File: src/rtl/axi_ic_defs_pkg.sv
// rtl/axi_ic_defs_pkg.sv - shared AXI interconnect constants and read FSM state codes
package axi_ic_defs_pkg;
  localparam int NUM_MST    = 4;
  localparam int DDR_ADDR_W = 28;
  localparam int DDR_LEN_W  = 4;
  localparam int DDR_ID_W   = 4;

  typedef enum logic [1:0] {
    IDLE = 2'd0,
    ADDR = 2'd1,
    DATA = 2'd2
  } state_t;
endpackage

File: src/rtl/axi_rr_arb4.sv
// rtl/axi_rr_arb4.sv - 4-request arbiter, first requester at or above ptr wins
module axi_rr_arb4 (
  input  logic [3:0] req,
  input  logic [1:0] ptr,
  output logic [3:0] gnt,
  output logic [1:0] gnt_idx,
  output logic       gnt_valid
);
  logic [1:0] cand;

  // Walk offsets from farthest to nearest so the closest requester above ptr is kept last.
  always_comb begin
    gnt_idx   = 2'd0;
    gnt_valid = 1'b0;
    cand      = 2'd0;
    for (int i = 3; i >= 0; i--) begin
      cand = ptr + 2'(i);
      if (req[cand]) begin
        gnt_idx   = cand;
        gnt_valid = 1'b1;
      end
    end
    gnt = gnt_valid ? (4'b0001 << gnt_idx) : 4'b0000;
  end
endmodule

File: src/rtl/axi_rd_arbiter.sv
// rtl/axi_rd_arbiter.sv - 4-master single-outstanding DDR read arbiter with protocol checks
// AXI_RD_FIXED_PRIO_EN: fixed priority (master 0 highest) instead of round-robin.
module axi_rd_arbiter
  import axi_ic_defs_pkg::*;
#(
  parameter int ADDR_WIDTH = 32,
  parameter int DATA_WIDTH = 256,
  parameter int ID_WIDTH   = 4
) (
  input  logic                          ACLK,
  input  logic                          ARESET,
  input  logic [NUM_MST*ID_WIDTH-1:0]   s_arid,
  input  logic [NUM_MST*ADDR_WIDTH-1:0] s_araddr,
  input  logic [NUM_MST*8-1:0]          s_arlen,
  input  logic [NUM_MST-1:0]            s_arvalid,
  output logic [NUM_MST-1:0]            s_arready,
  output logic [NUM_MST*DATA_WIDTH-1:0] s_rdata,
  output logic [NUM_MST-1:0]            s_rvalid,
  output logic [NUM_MST-1:0]            s_rlast,
  output logic [DDR_ADDR_W-1:0]         axi_araddr,
  output logic [DDR_ID_W-1:0]           axi_aruser_id,
  output logic [DDR_LEN_W-1:0]          axi_arlen,
  output logic                          axi_arvalid,
  input  logic                          axi_arready,
  input  logic [DATA_WIDTH-1:0]         axi_rdata,
  input  logic [DDR_ID_W-1:0]           axi_rid,
  input  logic                          axi_rlast,
  input  logic                          axi_rvalid,
  output logic                          rd_err
);
  state_t                 state, state_nxt;
  logic [1:0]             grant_idx, rr_ptr;
  logic [DDR_LEN_W-1:0]   beat_cnt, len4;
  logic [ADDR_WIDTH-1:0]  sel_addr;
  logic [7:0]             sel_len;
  logic [3:0]             arb_gnt;
  logic [1:0]             arb_idx;
  logic                   arb_valid;
  logic                   ar_hs, r_beat;
  logic                   unused_ok;

  axi_rr_arb4 u_arb (
    .req       (s_arvalid),
    .ptr       (rr_ptr),
    .gnt       (arb_gnt),
    .gnt_idx   (arb_idx),
    .gnt_valid (arb_valid)
  );

  assign sel_addr      = s_araddr[int'(grant_idx)*ADDR_WIDTH +: ADDR_WIDTH];
  assign sel_len       = s_arlen[int'(grant_idx)*8 +: 8];
  assign axi_araddr    = sel_addr[DDR_ADDR_W-1:0];
  assign axi_arlen     = sel_len[DDR_LEN_W-1:0];
  assign axi_aruser_id = {2'b00, grant_idx};
  assign s_rdata       = {NUM_MST{axi_rdata}};
  assign ar_hs         = (state == ADDR) && axi_arready;
  assign r_beat        = (state == DATA) && axi_rvalid;
  // IDs are accepted for protocol completeness only; the controller sees the grant index.
  assign unused_ok     = ^{s_arid, sel_addr, arb_gnt};

  always_comb begin
    state_nxt   = state;
    axi_arvalid = 1'b0;
    s_arready   = '0;
    s_rvalid    = '0;
    s_rlast     = '0;
    case (state)
      IDLE: if (arb_valid) state_nxt = ADDR;
      ADDR: begin
        axi_arvalid          = 1'b1;
        s_arready[grant_idx] = axi_arready;
        if (axi_arready) state_nxt = DATA;
      end
      DATA: begin
        s_rvalid[grant_idx] = axi_rvalid;
        s_rlast[grant_idx]  = axi_rlast;
        if (axi_rvalid && axi_rlast) state_nxt = IDLE;
      end
      default: state_nxt = IDLE;
    endcase
  end

  always_ff @(posedge ACLK or posedge ARESET) begin
    if (ARESET) begin
      state     <= IDLE;
      grant_idx <= 2'd0;
      rr_ptr    <= 2'd0;
      beat_cnt  <= '0;
      len4      <= '0;
      rd_err    <= 1'b0;
    end else begin
      state <= state_nxt;
      if (state == IDLE && arb_valid) grant_idx <= arb_idx;
      if (ar_hs) begin
        len4     <= sel_len[DDR_LEN_W-1:0];
        beat_cnt <= '0;
        if (sel_len[7:4] != 4'd0) rd_err <= 1'b1;
      end
      if (r_beat) begin
        beat_cnt <= beat_cnt + 1'b1;
        if (axi_rid != {2'b00, grant_idx}) rd_err <= 1'b1;
        // The final beat must be exactly the one at index len4, and vice versa.
        if (axi_rlast != (beat_cnt == len4)) rd_err <= 1'b1;
        if (axi_rlast) begin
`ifdef AXI_RD_FIXED_PRIO_EN
          rr_ptr <= 2'd0;
`else
          rr_ptr <= grant_idx + 2'd1;
`endif
        end
      end
      if (axi_rvalid && state != DATA) rd_err <= 1'b1;
    end
  end
endmodule

File: config.mk
export PLATFORM = sky130hd
export DESIGN_NAME = axi_rd_arbiter
export DESIGN_NICKNAME = d
export VERILOG_FILES = /design/src/rtl/axi_ic_defs_pkg.sv /design/src/rtl/axi_rr_arb4.sv /design/src/rtl/axi_rd_arbiter.sv
export SDC_FILE = /design/constraint.sdc
export NUM_CORES = 1
export LEC_CHECK = 0
export ABC_AREA = 0
export BUFFER_PORTS_ARGS = -buffer_cell sky130_fd_sc_hd__buf_4
export CORE_AREA = 3 3 584 586
export DETAILED_ROUTE_END_ITERATION = 6
export DIE_AREA = 0 0 587 589
export GPL_TIMING_DRIVEN = 1
export PLACE_DENSITY_LB_ADDON = 0.12
export SLEW_MARGIN = 5
export SYNTH_ARGS = -nofsm -noshare
export SYNTH_HDL_FRONTEND = slang
export SYNTH_SLANG_ARGS = --single-unit
File: constraint.sdc
create_clock -name ACLK -period 2 [get_ports ACLK]
set_clock_uncertainty 0.05 [all_clocks]
set_input_delay 0.3 -clock ACLK [delete_from_list [all_inputs] [get_ports ACLK]]
set_output_delay 0.3 -clock ACLK [all_outputs]
set_load 0.01 [all_outputs]
; Word level (Yosys, flattened, before mapping)
; Index checks and enable logic that the tools add are counted.
[word_totals]
input_bits = 445
register_bits = 15
output_inout_bits = 1074
[op_classes]
magnitude_cmp = 6
n_mux = 34
n_addsub = 5
n_shift = 2
n_bitwise = 3
n_eq_ne = 9
n_reduce_logical = 11
[ops]
columns = op, n
row1 = $shiftx 128x8->28, 1
row2 = $shiftx 32x6->8, 1
row3 = $mux 4, 5
row4 = $mux 1, 16
row5 = $lt 2x3->1 const B, 5
row6 = $mux 2, 7
row7 = $and 4x4->4, 3
row8 = $bmux 1 s2, 4
row9 = $logic_and 1x1->1, 6
row10 = $ne 2x2->1 const B, 3
row11 = $pmux 2 s3, 1
row12 = $add 2x1->2 const B, 2
row13 = $add 2x2->2 const B, 2
row14 = $add 4x1->4 const B, 1
row15 = $eq 4x4->1, 1
row16 = $ne 4x2->1, 1
row17 = $reduce_bool 4->1, 1
row18 = $reduce_and 3->1, 1
row19 = $demux 1 s2, 1
row20 = $eq 2x1->1 const B, 1
row21 = $eq 2x2->1 const B, 1
row22 = $ge 2x1->1 const B, 1
row23 = $logic_not 2->1, 1
row24 = $ne 2x1->1 const B, 1
row25 = 3 further kinds, 3

; Depth between registers and ports, before layout
[logic_depth]
ltp_word = 9
depth_mapped = 6
ltp_nobuf = 5

; By module
; A second synthesis with hierarchy kept.
[unflattened]
hier_cells = 1198
area_unflattened_um2 = 9598.0
[by_module_without_submodules]
columns = module, area_each_um2, seq_area_each_um2, n_inst, cells_per_inst
row1 = axi_rd_arbiter, 9421.5, 375.4, 1, 1170
row2 = axi_rr_arb4, 176.4, 0.0, 1, 28

; Worst setup path before layout
; No wires, ideal clock.
[synth_timing]
kind = register to output
startpoint = register grant_idx[0]
endpoint = output port axi_araddr[0]
arrival_time_ns = 1.351
path_buffers = 2
setup_slack_ns = 0.299
stages_incl_launch_ff = 4
cell_sequence = dfrtp_1 buf_6 buf_6 mux4_2
[synth_via]
elab_chain_len = 1
[synth_rtl]
columns = element, line
row1 = "start, declared", axi_rd_arbiter.sv:32  ; logic [1:0] grant_idx, rr_ptr;
row2 = "start signal, assigned", axi_rd_arbiter.sv:93  ; if (state == IDLE && arb_valid) grant_idx <= arb_idx;
row3 = $shiftx 128x8->28, axi_rd_arbiter.sv:50  ; assign sel_addr = s_araddr[int'(grant_idx)*ADDR_WIDTH +: ADDR_WIDTH];
row4 = "end, declared", axi_rd_arbiter.sv:20  ; output logic [DDR_ADDR_W-1:0] axi_araddr,
; Every way passes these cells.

; Worst setup path after layout
[layout_timing]
startpoint = register grant_idx[0]
endpoint = output port axi_araddr[11]
; Same word-level chain as after synthesis.

==> flow_results.xml <==
<?xml version="1.0" encoding="UTF-8"?>
<metrics>
  <group name="yosys">
    <metric name="syn_avg_cell_area" unit="um^2">8.02</metric>
    <metric name="synth_seq_area_share" unit="%">3.96</metric>
    <metric name="synth_top_cells_by_area" unit="">sky130_fd_sc_hd__buf_4, sky130_fd_sc_hd__mux4_2, sky130_fd_sc_hd__dfrtp_1, sky130_fd_sc_hd__nand2_1, sky130_fd_sc_hd__and3_1</metric>
    <metric name="synthCells" unit="">1182</metric>
    <metric name="synthesis.area" unit="um^2">9480</metric>
    <metric name="async_reset_ff_share" unit="%">100</metric>
    <metric name="postSynth.topFlopCell" unit="">sky130_fd_sc_hd__dfrtp_1</metric>
    <metric name="synth_area_leader_cell" unit="">sky130_fd_sc_hd__buf_4</metric>
    <metric name="synthDominantCellAreaShare" unit="%">81.3</metric>
    <metric name="synth_enable_flop_cells" unit="">0</metric>
    <metric name="ys_ff_latch" unit="">15</metric>
    <metric name="synth_cell_type_count" unit="">36</metric>
    <metric name="ys.warnings.count" unit="">0</metric>
  </group>
  <group name="cts">
    <metric name="cts_htree_levels" unit="">1</metric>
    <metric name="numCtsBuffers" unit="">3</metric>
    <metric name="cts_tree" unit="">yes</metric>
    <metric name="clock_tree_buffer_depth" unit="">2</metric>
    <metric name="cts-hold-fix-buffers" unit="">0</metric>
    <metric name="post_cts_clock_slew_at_the_launch_and_capture_registers_of_the_worst_setup_and_hold_paths" unit="ns">0.06</metric>
    <metric name="clock_tree_root_buffer_cell" unit="">sky130_fd_sc_hd__clkbuf_16</metric>
    <metric name="cts_sinks" unit="">15</metric>
    <metric name="insertion_delay" unit="ns">0.26</metric>
  </group>
  <group name="die">
    <metric name="placeableCoreArea" unit="um^2">336000</metric>
    <metric name="initial_core_util" unit="%">2.82</metric>
    <metric name="ios" unit="">1519</metric>
    <metric name="floorplan.die_area" unit="um^2">346000</metric>
    <metric name="vertical_extent_of_the_die" unit="um">589</metric>
    <metric name="die-width" unit="um">587</metric>
    <metric name="placement_rows" unit="">213</metric>
  </group>
  <group name="cells_and_area">
    <metric name="area.growth.synth_to_final" unit="%">1.47</metric>
    <metric name="finish.utilization" unit="%">2.86</metric>
    <metric name="final.fill_count" unit="">40300</metric>
    <metric name="design.final.nets" unit="">841</metric>
    <metric name="multi_input_comb_area" unit="um^2">1380</metric>
    <metric name="post_layout_nonfiller_instances" unit="">4905</metric>
    <metric name="postLayoutCellArea" unit="um^2">9620</metric>
    <metric name="n_antenna_cell" unit="">0</metric>
    <metric name="final_layout_size_suffix_gt1_share" unit="%">74.9</metric>
    <metric name="seq_area" unit="um^2">380</metric>
  </group>
  <group name="timing">
    <metric name="relSlewSlack" unit="%">63.4</metric>
    <metric name="rsz0062_at_grt" unit="">yes</metric>
    <metric name="final-setup-viol-count" unit="">30</metric>
    <metric name="hold_violations" unit="">0</metric>
    <metric name="worst_margin_slew" unit="ns">0.543</metric>
    <metric name="fin_ws" unit="ns">-0.102</metric>
    <metric name="final-max-slew-violation-count" unit="">0</metric>
    <metric name="final_min_period_over_clock_period" unit="%">105</metric>
    <metric name="finalWorstPathRequiredPeriod" unit="ns">2.10</metric>
    <metric name="max_freq" unit="MHz">476</metric>
    <metric name="setup_total_negative_slack" unit="ns">-1.06</metric>
  </group>
  <group name="power_and_ir_drop">
    <metric name="power_per_cell_area" unit="nW/um^2">535</metric>
    <metric name="cellLeakagePower" unit="nW">1.98</metric>
    <metric name="ir_drop" unit="mV">0.300</metric>
    <metric name="finalPower" unit="mW">5.14</metric>
  </group>
  <group name="worst_setup_path">
    <metric name="cp_slowest_stage_delay" unit="ns">0.57</metric>
    <metric name="regToRegStartpoint" unit="">grant_idx[0]</metric>
    <metric name="critical_path.max_fanout" unit="">4</metric>
    <metric name="crit_type" unit="">register to primary output</metric>
    <metric name="critPathMostFrequentCell" unit="">sky130_fd_sc_hd__buf_6</metric>
    <metric name="timing.critical_path.slowest_stage_cell" unit="">sky130_fd_sc_hd__mux4_2</metric>
    <metric name="r2r-end" unit="">len4[0]</metric>
    <metric name="worstRegToRegCells" unit="">7</metric>
    <metric name="crit_required" unit="ns">1.65</metric>
    <metric name="timing.critical_path.to_type" unit="">primary output</metric>
    <metric name="critical_path.startpoint_type" unit="">register</metric>
    <metric name="r2r_slack" unit="ns">0.13</metric>
    <metric name="arrival" unit="ns">1.75</metric>
    <metric name="cp_cell_sequence" unit="">buf_6 -&gt; buf_6 -&gt; mux4_2 -&gt; buf_12</metric>
  </group>
  <group name="detailed_routing">
    <metric name="drtAntennaViolNets" unit="">0</metric>
    <metric name="vias_per_cell" unit="">0.807</metric>
    <metric name="wirelength" unit="mm">111</metric>
    <metric name="drc_violations" unit="">0</metric>
    <metric name="post_drt_wl_per_cell" unit="um">22.6</metric>
    <metric name="route.vias.total" unit="">3960</metric>
    <metric name="drtPass1Iterations" unit="">4</metric>
    <metric name="first_iter_violations" unit="">207</metric>
  </group>
  <group name="global_routing">
    <metric name="grt_first_pass_wirelength" unit="mm">122</metric>
    <metric name="antenna_found_initial" unit="">1</metric>
    <metric name="grt_max_degree" unit="">21</metric>
    <metric name="grt_util_all_layers" unit="%">6.06</metric>
    <metric name="via_count_of_the_first_global_routing_pass" unit="">4320</metric>
    <metric name="globalRoute.totalOverflow" unit="">0</metric>
  </group>
  <group name="place">
    <metric name="portBuffers" unit="">204</metric>
    <metric name="post_dp_cell_area" unit="um^2">9200</metric>
    <metric name="estimated_wirelength_of_the_detail_placed_design" unit="mm">104</metric>
    <metric name="dpl.cell_count" unit="">4890</metric>
    <metric name="gp_congestion" unit="">0.620</metric>
  </group>
  <group name="status">
    <metric name="outcome" unit="">finished, violations left</metric>
    <metric name="violated_checks" unit="">negative setup slack</metric>
  </group>
  <group name="hold_path">
    <metric name="min_path_type" unit="">input port to async pin</metric>
  </group>
  <group name="run">
    <metric name="drv.max_cap_violation_count" unit="">0</metric>
  </group>
</metrics>
through the flow:
step / setup slack (ns) / hold slack [ns]
4_1_cts: -0.169 / 0.0379
3_5_place_dp: 0.104 / 0.317
5_1_grt: -0.141 / 0.0540
2_1_floorplan: 0.299 / 0.151
6_report: -0.102 / 0.0228
3_3_place_gp: 0.0977 / 0.313
kinds of logic after synthesis:
family,after synthesis,share of synthesized area (%)
XOR/XNOR,6,0.554
multiplexers,37,8.14
AND/OR/NAND/NOR,63,3.48
buffers and inverters,1042,82.2
flip-flops,15,3.96
other,1,0.0396
AO/OA/AOI/OAI,13,0.951
adder cells (fa/ha/maj),5,0.660
how the worst max path moves through the flow:
stage	to	slack, ns	from
after floorplan	axi_araddr[0]	0.30	grant_idx[0]
after global placement	axi_araddr[25]	0.1	grant_idx[0]
after detailed placement	axi_araddr[18]	0.10	grant_idx[0]
after CTS	axi_araddr[26]	-0.17	grant_idx[0]
after global routing	axi_araddr[25]	-0.14	grant_idx[0]
final	axi_araddr[11]	-0.10	grant_idx[0]
worst max-delay path: cells and delay by family (launching register included):
kind	cells	cell delay [ns]
multiplexers	1	0.57
buffers and inverters	3	0.43
flip-flops	1	0.48
cell usage after synthesis, types with 2 or more instances:
master and number:
sky130_fd_sc_hd__buf_4 1026, sky130_fd_sc_hd__mux4_2 32, sky130_fd_sc_hd__nand2_1 30, sky130_fd_sc_hd__dfrtp_1 15, sky130_fd_sc_hd__and3_1 12, sky130_fd_sc_hd__buf_2 6, sky130_fd_sc_hd__ha_1 5, sky130_fd_sc_hd__inv_1 5
sky130_fd_sc_hd__mux2i_1 4, sky130_fd_sc_hd__nor4_1 4, sky130_fd_sc_hd__o21ai_0 4, sky130_fd_sc_hd__xor2_1 4, sky130_fd_sc_hd__a21oi_1 3, sky130_fd_sc_hd__buf_6 3, sky130_fd_sc_hd__nand3_1 3, sky130_fd_sc_hd__nand4_1 3
sky130_fd_sc_hd__nor2_1 3, sky130_fd_sc_hd__xnor2_1 2
area by class of cell:
type	count	share of cell area, %
Clock buffer	3	0.781
Clock inverter	1	0.0520
Inverter	6	0.325
Multi-Input combinational cell	126	14.3
Sequential cell	15	3.95
Tap cell	4515	58.7
Timing Repair Buffer	239	21.9
metal layers:
metal | global-route usage [%] | wire [um]
met3 | 10.8 | 42200
met2 | 9.70 | 50200
met5 | 1.49 | 757
met1 | 1.71 | 10800
met4 | 3.26 | 7060
repair_timing:
action / 4_1_cts / 5_1_grt
setup endpoints to repair: 40 / 44
pin swaps: 0 / 2
cloned: 1 / 0
buffers inserted: 9 / 3
resized for setup: 51 / 13
sequential cells by signal (all words and copies together) (netlist names):
name,cells
beat_cnt,4
len4,4
grant_idx,2
rr_ptr,2
state,2
rd_err,1
layout by cell type (no fill, tap or decap), drive strengths merged, types with 3 or more instances in the layout:
| cell type | count |
|---|---|
| nand3 | 3 |
| ha | 5 |
| nor4 | 5 |
| nand2 | 30 |
| mux2i | 4 |
| nand4 | 3 |
| o21ai | 4 |
| clkbuf | 3 |
| nor2 | 3 |
| xor2 | 4 |
| inv | 5 |
| mux4 | 32 |
| a21oi | 3 |
| dfrtp | 15 |
| and3 | 12 |
| buf | 239 |
report_power, final:
group | total [mW] | switching [mW] | internal, mW
combinational | 4.13 | 1.92 | 2.21
sequential | 0.578 | 0.151 | 0.427
clock | 0.432 | 0.163 | 0.269
Note: power is estimated with default switching activity, not from simulation.
